`src/rtl/pulse_stretcher.sv`:
```
`default_nettype none
// ============================================================================
// Module   : pulse_stretcher
// Purpose  : Turns single-cycle event pulses into level assertions with a
//            guaranteed minimum active width (HIGH_CYC) and a guaranteed
//            minimum inactive gap (LOW_CYC). Events that arrive while an
//            assertion or gap is in progress are counted in a saturating
//            queue and replayed back-to-back.
//
// Parameters
//   HIGH_CYC : output active width in cycles (>= 1)
//   LOW_CYC  : minimum inactive gap between assertions in cycles (>= 1)
//   QDEPTH   : maximum number of queued events (>= 1)
//   PE       : output polarity, 1 = active-high Y, 0 = active-low Y
//
// Ports
//   clk      in   rising-edge clock
//   rst      in   asynchronous reset, active low
//   I        in   event pulse, every high cycle is one event
//   clr_ovf  in   synchronous clear of the sticky overflow flag
//   Y        out  stretched level output (polarity per PE)
//   busy     out  high whenever the block is not idle
//   pending  out  number of queued events
//   ovf      out  sticky flag, set when an event is dropped at full queue
//
// Optional feature macro
//   PULSE_STRETCH_RETRIG_EN : when defined, an event during the active phase
//                             re-arms the active width instead of queueing.
//
// Revision : 1.0  initial release
// ============================================================================
module pulse_stretcher #(
    parameter int HIGH_CYC = 4,
    parameter int LOW_CYC  = 2,
    parameter int QDEPTH   = 3,
    parameter int PE       = 1
) (
    input  logic                            clk,
    input  logic                            rst,
    input  logic                            I,
    input  logic                            clr_ovf,
    output logic                            Y,
    output logic                            busy,
    output logic [$clog2(QDEPTH+1)-1:0]     pending,
    output logic                            ovf
);

    // ------------------------------------------------------------------------
    // Derived constants
    // ------------------------------------------------------------------------
    localparam int c_CNT_MAX = (HIGH_CYC > LOW_CYC) ? HIGH_CYC : LOW_CYC;
    // Counter only ever holds values up to c_CNT_MAX-1.
    localparam int c_CNT_W   = (c_CNT_MAX > 1) ? $clog2(c_CNT_MAX) : 1;
    localparam int c_PEND_W  = $clog2(QDEPTH + 1);

    localparam logic [c_CNT_W-1:0]  c_HIGH_LOAD = c_CNT_W'(HIGH_CYC - 1);
    localparam logic [c_CNT_W-1:0]  c_LOW_LOAD  = c_CNT_W'(LOW_CYC - 1);
    localparam logic [c_CNT_W-1:0]  c_CNT_ONE   = c_CNT_W'(1);
    localparam logic [c_PEND_W-1:0] c_QFULL     = c_PEND_W'(QDEPTH);
    localparam logic [c_PEND_W-1:0] c_PEND_ONE  = c_PEND_W'(1);
    localparam logic                c_Y_ON      = (PE != 0) ? 1'b1 : 1'b0;

    localparam logic [1:0] c_ST_IDLE = 2'd0;
    localparam logic [1:0] c_ST_HIGH = 2'd1;
    localparam logic [1:0] c_ST_GAP  = 2'd2;

    // ------------------------------------------------------------------------
    // Parameter sanity checks (elaboration time)
    // ------------------------------------------------------------------------
    generate
        if (HIGH_CYC < 1) begin : g_bad_high_cyc
            $error("pulse_stretcher: HIGH_CYC must be >= 1");
        end
        if (LOW_CYC < 1) begin : g_bad_low_cyc
            $error("pulse_stretcher: LOW_CYC must be >= 1");
        end
        if (QDEPTH < 1) begin : g_bad_qdepth
            $error("pulse_stretcher: QDEPTH must be >= 1");
        end
    endgenerate

    // ------------------------------------------------------------------------
    // State
    // ------------------------------------------------------------------------
    logic [1:0]          r_state;
    logic [c_CNT_W-1:0]  r_cnt;
    logic [c_PEND_W-1:0] r_pend;
    logic                r_ovf;

    logic [1:0]          w_state_nxt;
    logic [c_CNT_W-1:0]  w_cnt_nxt;
    logic                w_deq;        // launch served from the queue
    logic                w_evt_taken;  // current event consumed directly
    logic                w_enq;        // current event must be queued
    logic                w_full;       // no room for a new event this edge
    logic                w_inc;
    logic                w_drop;

    // ------------------------------------------------------------------------
    // Next-state logic
    // ------------------------------------------------------------------------
    always_comb begin
        w_state_nxt = r_state;
        w_cnt_nxt   = r_cnt;
        w_deq       = 1'b0;
        w_evt_taken = 1'b0;

        case (r_state)
            c_ST_IDLE: begin
                if (I) begin
                    w_state_nxt = c_ST_HIGH;
                    w_cnt_nxt   = c_HIGH_LOAD;
                    w_evt_taken = 1'b1;
                end
            end

            c_ST_HIGH: begin
`ifdef PULSE_STRETCH_RETRIG_EN
                // Re-arm: the assertion lasts HIGH_CYC cycles past the
                // most recent event, even if the width was about to expire.
                if (I) begin
                    w_cnt_nxt   = c_HIGH_LOAD;
                    w_evt_taken = 1'b1;
                end else
`endif
                if (r_cnt != '0) begin
                    w_cnt_nxt = r_cnt - c_CNT_ONE;
                end else begin
                    w_state_nxt = c_ST_GAP;
                    w_cnt_nxt   = c_LOW_LOAD;
                end
            end

            c_ST_GAP: begin
                if (r_cnt != '0) begin
                    w_cnt_nxt = r_cnt - c_CNT_ONE;
                end else if (r_pend != '0) begin
                    // Queued events are older than the current input, so
                    // they launch first; the input (if any) queues behind.
                    w_state_nxt = c_ST_HIGH;
                    w_cnt_nxt   = c_HIGH_LOAD;
                    w_deq       = 1'b1;
                end else if (I) begin
                    // Empty queue at the launch point: the event launches
                    // directly rather than round-tripping through the queue.
                    w_state_nxt = c_ST_HIGH;
                    w_cnt_nxt   = c_HIGH_LOAD;
                    w_evt_taken = 1'b1;
                end else begin
                    w_state_nxt = c_ST_IDLE;
                end
            end

            default: begin
                w_state_nxt = c_ST_IDLE;
                w_cnt_nxt   = '0;
            end
        endcase
    end

    // ------------------------------------------------------------------------
    // Queue bookkeeping
    // ------------------------------------------------------------------------
    // A simultaneous dequeue frees a slot, so a full queue still accepts the
    // event on a launch edge and the count stays unchanged.
    assign w_enq  = I & ~w_evt_taken;
    assign w_full = (r_pend == c_QFULL) & ~w_deq;
    assign w_inc  = w_enq & ~w_full;
    assign w_drop = w_enq & w_full;

    // ------------------------------------------------------------------------
    // Registers
    // ------------------------------------------------------------------------
    always_ff @(posedge clk or negedge rst) begin
        if (!rst) begin
            r_state <= c_ST_IDLE;
            r_cnt   <= '0;
        end else begin
            r_state <= w_state_nxt;
            r_cnt   <= w_cnt_nxt;
        end
    end

    always_ff @(posedge clk or negedge rst) begin
        if (!rst) begin
            r_pend <= '0;
        end else begin
            case ({w_inc, w_deq})
                2'b10:   r_pend <= r_pend + c_PEND_ONE;
                2'b01:   r_pend <= r_pend - c_PEND_ONE;
                default: r_pend <= r_pend;
            endcase
        end
    end

    // Setting wins over clearing so a drop on the clearing edge is not lost.
    always_ff @(posedge clk or negedge rst) begin
        if (!rst) begin
            r_ovf <= 1'b0;
        end else if (w_drop) begin
            r_ovf <= 1'b1;
        end else if (clr_ovf) begin
            r_ovf <= 1'b0;
        end
    end

    // ------------------------------------------------------------------------
    // Outputs: pure decodes of registered state, no path from I
    // ------------------------------------------------------------------------
    assign Y       = (r_state == c_ST_HIGH) ? c_Y_ON : ~c_Y_ON;
    assign busy    = (r_state != c_ST_IDLE);
    assign pending = r_pend;
    assign ovf     = r_ovf;

endmodule
`default_nettype wire

```
`config.mk`:
```
export PLATFORM = sky130hd
export DESIGN_NAME = pulse_stretcher
export DESIGN_NICKNAME = d
export VERILOG_FILES = /design/src/rtl/pulse_stretcher.sv
export SDC_FILE = /design/constraint.sdc
export NUM_CORES = 1
export LEC_CHECK = 0
export CAP_MARGIN = 20
export CELL_PAD_IN_SITES_DETAIL_PLACEMENT = 1
export CELL_PAD_IN_SITES_GLOBAL_PLACEMENT = 2
export CORE_MARGIN = 10
export CORE_UTILIZATION = 28
export DETAILED_ROUTE_END_ITERATION = 16
export PLACE_DENSITY_LB_ADDON = 0.15
export SYNTH_ARGS = -nofsm -noshare
export SYNTH_HDL_FRONTEND = slang
export SYNTH_SLANG_ARGS = --single-unit
export TNS_END_PERCENT = 10
```
`constraint.sdc`:
```
create_clock -name clk -period 1.6 [get_ports clk]
set_input_delay 0.48 -clock clk [delete_from_list [all_inputs] [get_ports clk]]
set_output_delay 0.48 -clock clk [all_outputs]
set_load 0.05 [all_outputs]
```
---- Yosys cells after proc, flatten, opt, wreduce, memory -nomap -nowiden ----
Cells that the tools add are included.
word-level totals
  flip-flop bits (word level) ............. 7
  word-level logic and storage cells ...... 51
  bits of input ports ..................... 4
  output and inout port bits .............. 5
cells by class
  equality and inequality tests ........... 8
  mux-type cells .......................... 22
  bitwise operators ....................... 7
  reductions and logical operators ........ 7
  $add $sub $neg .......................... 3
operator list
  operator             number
  $mux 2               7
  $pmux 2 s3           2
  $mux 1               11
  $reduce_bool 2->1    5
  $eq 2x2->1 const B   3
  $ne 2x2->1 const B   3
  $and 1x1->1          4
  $eq 2x1->1 const B   2
  $pmux 2 s2           1
  $sub 2x1->2 const B  2
  $not 1->1            3
  $reduce_and 3->1     1
  $add 2x1->2 const B  1
  $logic_not 2->1      1
  $pmux 1 s2           1

---- Logic depth before layout (Yosys ltp) ----
Gate-level depths: netlist of run 1.
  word-level depth ........................ 10
  depth in mapped cells ................... 4
  mapped depth without buffers ............ 3

---- Worst setup path after synthesis of run 1 ----
OpenSTA, ideal clock, no wires.
  path type ............................... register to output
  from .................................... register r_state[1]
  to ...................................... output port Y
  data arrival time ....................... 1.259 ns
  path slack .............................. -0.139 ns
  stages on the path, launching flop included .. 3
  buffers on the path ..................... 1
  cell sequence ........................... dfrtp_1 -> buf_4 -> nor2b_1
between the ends
  longest elaborated chain between the ends .. 2
ends and longest elaborated chain
  what                    RTL line  RTL
  from (decl)             85        logic [1:0] r_state;
  from (signal assigned)  176       r_state <= c_ST_IDLE;
  from (signal assigned)  179       r_state <= w_state_nxt;
  $eq 2x1->1              210       assign Y = (r_state == c_ST_HIGH) ? c_Y_ON : ~c_Y_ON;
  $mux 1                  210
  to (decl)               42        output logic Y,
No other way between the ends.

---- Worst setup path in the final report of run 1 ----
Ends and elaborated chain as after synthesis.

==> out/qor.yml, run 1 <==
ys_warn_count: 0
final.setup.tns_ns: 0
setup_viol: 0
antenna_found_initial: 0
max_freq_mhz: 639
min_period_ns: 1.56
clock-root-buffer: "clkbuf_4"
min_path_type: "primary input to asynchronous set/reset pin"
path_clk_slew_ns: 0.06
max_slew_margin_pct: 75.6
syn-instance-count: 44
rsz0062_at_grt: "true"
leakage_nw: 0.270
place_inst: 70
drv_cap: 0
syn_area_um2: 420
outcome: "complete, no violations"
cts_tree: "yes"
cts_buffers: 3
fin_nets: 66
slew_violations: 0
postRouteAntennaNets: 0
synth_cell_types: 28
synth-seq-cells: 7
syn_nets: 48
first_pass_iters: 1
portBuffers: 8
core.rowCount: 13
ir_worst_vdd_mv: 1.12
drt_iter0_drc: 0
clock_sinks: 7
hold_violations: 0
yosys.area.top_type_share_pct: 41.7
ios: 9
avgRoutedWirePerCell_um: 17.2
required_ns: 1.12
fin_skew_ns: 0.00452
routabilityCongestion: 0.839
gr-usage-all-layers_pct: 8.61
synth_flop_cell: "dfrtp_1"
area_growth_pct: 52.1
initial_core_util_pct: 31.1
synth-edff-count: 0
path_class: "flip-flop to output pin"
clock_latency_ns: 0.26
core-area_um2: 1350
insertedDiodeCount: 0
startpoint_type: "flip-flop"
power.density_nw_per_um2: 2310
grt_first_pass_wirelength_um: 2240
arrival_ns: 1.08
hpwl_um: 926
fin_util_pct: 47.4
grt_overflow_total: 0
via_per_inst: 5.33
ys_top_cells_by_area: "dfrtp_1, o21ai_0, or3b_1"
grt_max_degree: 10
fillCellCount: 160
post-place-ws_ns: -0.175
drc: 0
async_flop_share_pct: 100
routed_wirelength_um: 1310
instances_no_fill: 76
cts.htree.levels: 1
design.die.area_um2: 3450
synth_area_per_cell_um2: 9.55
synth_area_leader_cell: "dfrtp_1"
dieHeight_um: 58.8
fin_crit_sh_pct: 97.8
num_vias: 405
first_global_vias: 470
layout-drive-gt1-share_pct: 34.4
layout_setup_ws_ns: 0.0350
ys_seq_area_share_pct: 41.7
dieWidth_um: 58.8
critPathMaxFanout: 5
worst_slew_pin_slew_ns: 0.365
cts_buffer_depth: 2
endpoint_kind: "output pin"
Yosys cell counts, types with 2 or more instances:
master / n
dfrtp_1: 7
o21ai_0: 5
nand2_1: 4
buf_4: 2
o21a_1: 2
or3b_1: 2
worst paths after layout:
| kind | start | endpoint | cells past startpoint | slack [ns] |
|---|---|---|---|---|
| worst max-delay path | r_state[1] | Y | 3 | 0.04 |
| worst min-delay path | rst | r_state[1] | 1 | 0.49 |
| worst max register to register | r_state[0] | pending[0] | 5 | 0.13 |
| worst min register to register | ovf | ovf | 1 | 0.57 |
| max in group asynchronous | rst | r_state[0] | 1 | 0.83 |
| min in group clk | ovf | ovf | 1 | 0.57 |
cell families after synthesis:
group           synth area share [%]
xor+xnor                        2.08
flops                           41.7
compound gates                  29.8
simple gates                    19.3
buf+inv                         7.14
what timing repair did:
action                                  in CTS  in global routing
hold endpoints to repair                     0                  0
endpoints found under the setup margin       2                  2
gates cloned                                 0                  0
hold buffers                                 0                  0
buffers inserted                             2                  0
pin swaps                                    0                  1
resized for setup                            5                  1
area by class of cell:
type / count / area [µm²] / share of cell area (%)
clock buffer: 4 / 26.3 / 4.11
inverter: 1 / 3.75 / 0.587
tap: 15 / 18.8 / 2.94
timing repair buffer: 16 / 189 / 29.5
multi-input combinational: 33 / 225 / 35.2
sequential: 7 / 176 / 27.6
power breakdown:
| part | switching (mW) | internal [mW] | leakage, nW |
|---|---|---|---|
| registers | 0.121 | 0.256 | 0.0779 |
| logic | 0.459 | 0.475 | 0.177 |
| clock network | 0.0731 | 0.0957 | 0.0150 |
state kept, by name, indices dropped and copies added, names as in the netlist:
register / flops
pending: 2
r_cnt: 2
ovf: 1
r_state: 2
routing by layer:
layer	part of all wire [%]	GRT usage [%]	vias up
met5	0	0	-
met4	0	5.57	0
met3	8.4	5.58	0
met2	48	12.3	8
met1	44	9.10	200
li1	-	-	197
layout by cell type, fill, tap and decap left out, drive strengths merged:
cell type	count
a21boi	1
a21oi	1
a221oi	1
a31oi	1
a32o	1
and2b	1
and3	1
buf	13
clkbuf	4
clkdlybuf4s50	3
dfrtp	7
inv	1
nand2	4
nor2	2
nor2b	1
nor3	1
nor4	1
o21a	2
o21ai	6
o21bai	1
o22a	1
o31a	1
o31ai	1
o32a	1
or2	1
or3b	2
xnor2	1
worst max-delay path: stages (launching register included):
cell and delay (ns):
dfrtp_1 0.42, buf_6 0.15, nor2b_4 0.12, buf_12 0.14
stage by stage:
step,cell area (µm²),hold slack (ns),total power [mW]
6_report,639,0.494,1.48
5_1_grt,639,0.501,1.60
4_1_cts,636,0.502,1.49
3_5_place_dp,578,0.564,1.22
3_3_place_gp,578,0.541,1.18
2_1_floorplan,423,0.184,0.851
Power figures use the tool's default switching activity.
==> run 2, diff against run 1 <==
- CORE_MARGIN: 10 -> 1.5
==> out/qor.yml, run 2 (synthesis gave the netlist of run 1 again) <==
switching_power_mw: 0.622
max_slew_margin_pct: 77.1
clock_sinks: 7
arrival_ns: 1.10
fin_util_pct: 44.9
min_period_ns: 1.58
worstRegToRegCells: 4
antenna_found_initial: 0
area_growth_pct: 44.3
pwr-share-seq_pct: 27.5
rsz0062_at_grt: "true"
ios: 9
num_vias: 388
routed_wirelength_um: 1120
clock-root-buffer: "clkbuf_4"
dieHeight_um: 41.8
fin_crit_sh_pct: 98.8
p_int_mw: 0.753
design.die.area_um2: 1740
grt_overflow_total: 0
hold_violations: 0
required_ns: 1.12
fin_nets: 63
ir_worst_vdd_mv: 0.870
via_per_inst: 5.32
power.share.combinational_pct: 60.8
path_class: "flip-flop to output pin"
startpoint_type: "flip-flop"
power.density_nw_per_um2: 2270
postRouteAntennaNets: 0
clock_latency_ns: 0.25
endpoint_kind: "output pin"
initial_core_util_pct: 31.1
grt_max_degree: 14
layout_commonest_cell: "dfrtp_1"
r2r_slack_ns: 0.23
grt_first_pass_wirelength_um: 1900
swShare_pct: 45.2
setup_viol: 0
drt_iter0_drc: 4
drv_cap: 0
finalPower_mw: 1.38
drc: 0
avgRoutedWirePerCell_um: 15.3
insertedDiodeCount: 0
portBuffers: 8
leakage_nw: 0.249
cts_buffer_depth: 2
routabilityCongestion: 0.744
gr-usage-all-layers_pct: 14.4
layout-drive-gt1-share_pct: 31.0
path_clk_slew_ns: 0.05
first_global_vias: 407
cts_tree: "yes"
reg2reg_from: "r_state[0]"
dieWidth_um: 41.8
r2r_end: "pending[0]"
slew_violations: 0
worst_slew_pin_slew_ns: 0.342
cts.htree.levels: 1
first_pass_iters: 4
outcome: "complete, no violations"
cts_buffers: 3
p_clk_share_pct: 11.7
hpwl_um: 772
min_path_type: "primary input to asynchronous set/reset pin"
fin_skew_ns: 0.00224
critPathMaxFanout: 4
final_cell_mix: "dfrtp_1, o21ai_0, buf_4"
max_freq_mhz: 632
core.rowCount: 13
core-area_um2: 1350
==> run 2: power by group through the flow <==
stage,Clock (mW),Sequential (mW),Combinational [mW]
floorplan,0,0.430,0.421
finish,0.162,0.378,0.836
CTS,0.169,0.375,0.841
global placement,0,0.376,0.761
detailed placement,0,0.386,0.781
global route,0.177,0.394,0.887
==> run 2: worst max path at each step <==
stage	slack [ns]	end	start
final	0.02	busy	r_state[0]
after global routing	-0.02	Y	r_state[1]
after CTS	0.01	busy	r_state[0]
after detailed placement	-0.22	pending[0]	I
after global placement	-0.16	pending[0]	I
after floorplan	0.12	Y	r_state[1]
==> run 2: worst max-delay path, stage by stage, from the launching register on <==
cell and delay (ns):
dfrtp_1 0.40, or2_2 0.29, buf_6 0.16
==> run 2: per-layer routing <==
layer	GRT usage, %	vias to the layer above	routed length (µm)
met5	0	-	0
met4	3.87	0	0
met3	6.52	0	64
met2	24.4	14	564
met1	16.1	183	489
li1	-	191	-
==> run 2: layout make-up <==
| cell class | instances | area, µm² |
|---|---|---|
| fill | 161 | 743 |
| multi-input combinational | 33 | 224 |
| sequential | 7 | 175 |
| timing repair buffer | 13 | 159 |
| clock buffer | 4 | 26.3 |
| tap | 15 | 18.8 |
| inverter | 1 | 3.75 |
==> run 2: stage by stage <==
stage	TNS (ns)	std cells	setup WS [ns]	hold WS (ns)	cell area, µm²
3_3_place_gp	-0.268	67	-0.160	0.542	556
3_5_place_dp	-0.434	67	-0.222	0.555	556
5_1_grt	-0.0461	73	-0.0243	0.511	607
6_report	0	73	0.0189	0.496	607
2_1_floorplan	0	44	0.117	0.184	423
4_1_cts	0	73	0.00951	0.503	601
==> run 2: repair_timing <==
item | CTS | global route
resized for setup | 1 | 1
endpoints found under the setup margin | 1 | 4
buffers inserted | 2 | 0
hold buffers | 0 | 0
==> run 3, diff against run 2 <==
- ABC_CLOCK_PERIOD_IN_PS: default -> 1600
- GPL_TIMING_DRIVEN: default -> 0
==> out/qor.yml, run 3 (synthesis gave the netlist of run 1 again) <==
clock_latency_ns: 0.26
min_period_ns: 1.64
routabilityCongestion: 0.716
initial_core_util_pct: 31.1
core-area_um2: 1350
dpl_cell_area_um2: 512
p_clk_share_pct: 12.7
max_slew_margin_pct: 67.8
p_int_mw: 0.715
cts_buffer_depth: 2
final.setup.tns_ns: -0.0428
critPathMaxFanout: 4
grt_max_degree: 11
first_pass_iters: 2
leakage_nw: 0.243
cts_buffers: 3
drv_cap: 0
setup_viol: 1
switching_power_mw: 0.635
dieHeight_um: 41.8
outcome: "finished, violations left"
max_stage_delay_ns: 0.40
grt_overflow_total: 0
layout_setup_ws_ns: -0.0428
final_cell_mix: "dfrtp_1, buf_4, o21ai_0, clkbuf_4, nand2_1"
fin_nets: 65
design.die.area_um2: 1740
layout-drive-gt1-share_pct: 33.3
grt_first_pass_wirelength_um: 2110
place_inst: 66
fin_skew_ns: 0.0103
insertedDiodeCount: 0
final_cell_area_um2: 578
violations: "setup timing"
swShare_pct: 47.0
hold_buffers: 0
cts_tree: "yes"
avgRoutedWirePerCell_um: 16.4
arrival_ns: 1.16
crit_path_top_delay_cell: "dfrtp_1"
endpoint_kind: "output pin"
path_clk_slew_ns: 0.06
first_global_vias: 446
area_growth_pct: 37.5
instances_no_fill: 75
dieWidth_um: 41.8
via_per_inst: 5.36
clock-root-buffer: "clkbuf_4"
hold_violations: 0
core.rowCount: 13
clock_sinks: 7
antenna_found_initial: 0
postRouteAntennaNets: 0
fin_crit_sh_pct: 103
min_path_type: "primary input to asynchronous set/reset pin"
portBuffers: 7
num_vias: 402
drt_iter0_drc: 3
worst_slew_pin_slew_ns: 0.478
routed_wirelength_um: 1230
gr-usage-all-layers_pct: 16.2
pwr-share-seq_pct: 26.6
crit_chain: "buf_6, or2_4, buf_8"
startpoint_type: "flip-flop"
power.density_nw_per_um2: 2330
path_class: "flip-flop to output pin"
max_freq_mhz: 609
finalPower_mw: 1.35
slew_violations: 0
cts.htree.levels: 1
fillCellCount: 164
ios: 9
drc: 0
hpwl_um: 762
layout_commonest_cell: "dfrtp_1"
rsz0062_at_grt: "true"
power.share.combinational_pct: 60.7
required_ns: 1.12
ir_worst_vdd_mv: 0.917
-- run 3: power by group through the flow --
stage	clock network (mW)	logic (mW)	registers, mW
after global placement	0	0.672	0.361
after floorplan	0	0.421	0.430
final	0.172	0.819	0.359
after global routing	0.188	0.878	0.375
after CTS	0.175	0.814	0.353
after detailed placement	0	0.698	0.365
-- run 3: through the flow --
stage,hold slack (ns),util [%],setup WS (ns)
2_1_floorplan,0.184,-,0.117
3_3_place_gp,0.475,37.9,-0.486
3_5_place_dp,0.501,37.9,-0.490
4_1_cts,0.493,42.8,-0.0528
5_1_grt,0.520,42.8,-0.0747
6_report,0.497,42.8,-0.0428
-- run 3: path summary, 6_finish.rpt --
path / cells after the start / start / slack [ns] / endpoint
max in group asynchronous: 1 / rst / 0.82 / r_cnt[0]
min: 1 / rst / 0.50 / pending[0]
max: 3 / r_state[0] / -0.04 / busy
min reg2reg: 1 / ovf / 0.51 / ovf
min in group clk: 1 / ovf / 0.51 / ovf
max reg2reg: 4 / r_state[0] / 0.13 / pending[0]
-- run 3: cell type report --
class                   count  area, µm²  share of cell area [%]
clock buffers               4       26.3                    4.55
inverters                   1       3.75                   0.649
multi-input cells          33        220                    38.1
well taps                  15       18.8                    3.25
plain buffers               2       22.5                    3.90
flip-flops and latches      7        175                    30.3
repair buffers             13        111                    19.3
-- run 3: metal layers --
layer / track usage [%] / wire length, µm / vias to the layer above
met5: 0 / 0 / -
met4: 7.74 / 0 / 0
met3: 6.09 / 52 / 0
met2: 24.1 / 610 / 8
met1: 20.6 / 569 / 201
li1: - / - / 193
-- run 3: repair_timing --
action | in CTS | in global routing
resized for setup | 29 | 4
endpoints found under the setup margin | 5 | 5
pin swaps | 1 | 1
setup buffers | 5 | 1
-- run 3: worst max-delay path: cells and delay by family (launching register included) --
family	cells	cell delay (ns)
flip-flops	1	0.40
AND/OR/NAND/NOR	1	0.22
buffers and inverters	2	0.28
==> patch (flow settings as in run 3) <==
Reset style: synchronous (`rst`), changed in 3 clocked blocks. Comments in the files are not updated.
--- a/src/rtl/pulse_stretcher.sv
+++ b/src/rtl/pulse_stretcher.sv
@@ -171,7 +171,7 @@
     // ------------------------------------------------------------------------
     // Registers
     // ------------------------------------------------------------------------
-    always_ff @(posedge clk or negedge rst) begin
+    always_ff @(posedge clk) begin
         if (!rst) begin
             r_state <= c_ST_IDLE;
             r_cnt   <= '0;
@@ -181,7 +181,7 @@
         end
     end
 
-    always_ff @(posedge clk or negedge rst) begin
+    always_ff @(posedge clk) begin
         if (!rst) begin
             r_pend <= '0;
         end else begin
@@ -194,7 +194,7 @@
     end
 
     // Setting wins over clearing so a drop on the clearing edge is not lost.
-    always_ff @(posedge clk or negedge rst) begin
+    always_ff @(posedge clk) begin
         if (!rst) begin
             r_ovf <= 1'b0;
         end else if (w_drop) begin
Function: differs if rst is asserted again (counterexample within 4 cycles, from zero or initial values and one cycle with rst low); with rst held inactive, the same outputs for 10 cycles.
==> patch against run 3 <==
- via count fell by 3.2%
- routed wire length fell by 19%
- die area down 8.9%
- setup slack improved by 0.097 ns
- critical path depth did not move
- synthesized cell count up 9.1%
- design area is 15% lower
- hold slack improved by 0.032 ns
- sequential cell count unchanged
- area after synthesis is 9.5% lower
Power is not compared: it rests on default switching activity, and its combinational part moved more than twofold at a synthesized area within 25%.
==> patch: results (changes against run 3) <==
* CTS Buf Count at 3 (unchanged)
* Placer Congestion at 0.831 (+16%)
* Post-CTS Setup Repair Bufs at 0 (-5)
* Ys flop type: dfxtp_1
* Routed WL at 1000 um (-19%)
* Hold/Removal Path Class: reg -> reg
* Hold Crit Depth at 2
* Worst-path maximum fanout at 7 (+3)
* Final nets at 64 (-1.5%)
* Clock Skews at 0.00385 ns (-0.00645 ns)
* CP Launch Point: r_state[0]$_SDFFE_PN0P_
* Worst r2r src: pending[0]$_SDFFE_PN0P_
* Largest net degree at the start of global routing at 10 (-1)
* Cells taking the most area after synthesis: dfxtp_1, a21oi_1, o21ai_0
* Status: finished clean
* First-pass GRT wire length at 1640 um (-23%)
* Crit path DAT at 1.07 ns (-0.09 ns)
* Asr flop ratio synth at 0% (-100 points)
* Vias in the first global route at 368 (-17%)
* Synth unique cells at 23 (-18%)
* Least-Margin Pin Slew at 0.381 ns (-0.0977 ns)
* Drt pass-1 iters at 2 (unchanged)
* Seq/Total Area, Yosys at 36.8% (-4.8 points)
* CTS clk-pin slew, worst paths at 0.06 ns (about the same)
* Via count at 389 (-3.2%)
* Share of layout cells above drive strength 1 at 23.7% (-9.6 points)
* Syn Nets at 52 (+8.3%)
* GRT Residual Overflow at 0 (unchanged)
* DR iter-0 viols at 2 (-1)
* Worst hold slack at 0.529 ns (+0.0318 ns)
* R2r setup slk at 0.13 ns (about the same)
* GRT Total Usage at 16.4% (+0.17 points)
* Setup crit end: Y
* Worst reg2reg path depth at 3 (-1)
* R2r endpoint: r_cnt[0]$_SDFF_PN0_
* Post-synth top cells: dfxtp_1, inv_1, nand2_1, nor2_1
* Worst-skew pair later-pin latency at 0.25 ns
* DP HPWL at 717 um (-6.0%)
## patch: repair_timing
item	4_1_cts	5_1_grt
setup endpoints to repair	7	5
resized for setup	26	7
pin swaps	0	0
## patch: worst min-delay path by stage
| stage | end |
|---|---|
| after global routing | ovf$_SDFFE_PN0P_ |
| final | ovf$_SDFFE_PN0P_ |
| after floorplan | r_cnt[1]$_SDFF_PN0_ |
| after CTS | ovf$_SDFFE_PN0P_ |
| after global placement | ovf$_SDFFE_PN0P_ |
| after detailed placement | ovf$_SDFFE_PN0P_ |
## patch: area by class of cell
class,instances,area (um2)
clock buffer,4,26.3
sequential,7,145
tap,15,18.8
multi-input combinational,35,223
inverter,5,18.8
buffer,1,3.75
fill,170,793
timing repair buffer,7,56.3
## patch: critical path, cell delays in order (launching register included)
cell,delay [ns]
dfxtp_4,0.39
inv_1,0.10
nor2_2,0.15
buf_6,0.17
## patch: layer usage
layer	global-route usage [%]	routed length, um	vias up
met5	0	0	-
met3	5.11	31	2
met4	10.3	10	0
met1	18.9	462	188
met2	25.8	499	5
li1	-	-	194
## patch: stage by stage
stage | instances | setup WS, ns | cell area [um2] | util [%]
final | 74 | 0.0546 | 492 | 38.3
after global routing | 74 | 0.000342 | 492 | 38.3
after CTS | 74 | -0.00187 | 494 | 38.5
after detailed placement | 70 | -0.431 | 472 | 36.7
after global placement | 70 | -0.416 | 472 | 36.7
after floorplan | 48 | -0.0203 | 383 | -
## patch: logic make-up after synthesis
group	Yosys count	share of synthesized area, %
flops	7	36.8
buf+inv	6	5.92
simple gates	17	23.7
fa+ha+maj	1	2.63
compound gates	17	30.9
## patch: power by group through the flow
stage / Combinational [W] / Clock [W] / Sequential [W]
2_1_floorplan: 0.0000997 / 0 / 0.000231
3_3_place_gp: 0.000148 / 0 / 0.000226
3_5_place_dp: 0.000154 / 0 / 0.000228
4_1_cts: 0.000154 / 0.000175 / 0.000226
5_1_grt: 0.000170 / 0.000190 / 0.000231
6_report: 0.000156 / 0.000171 / 0.000226
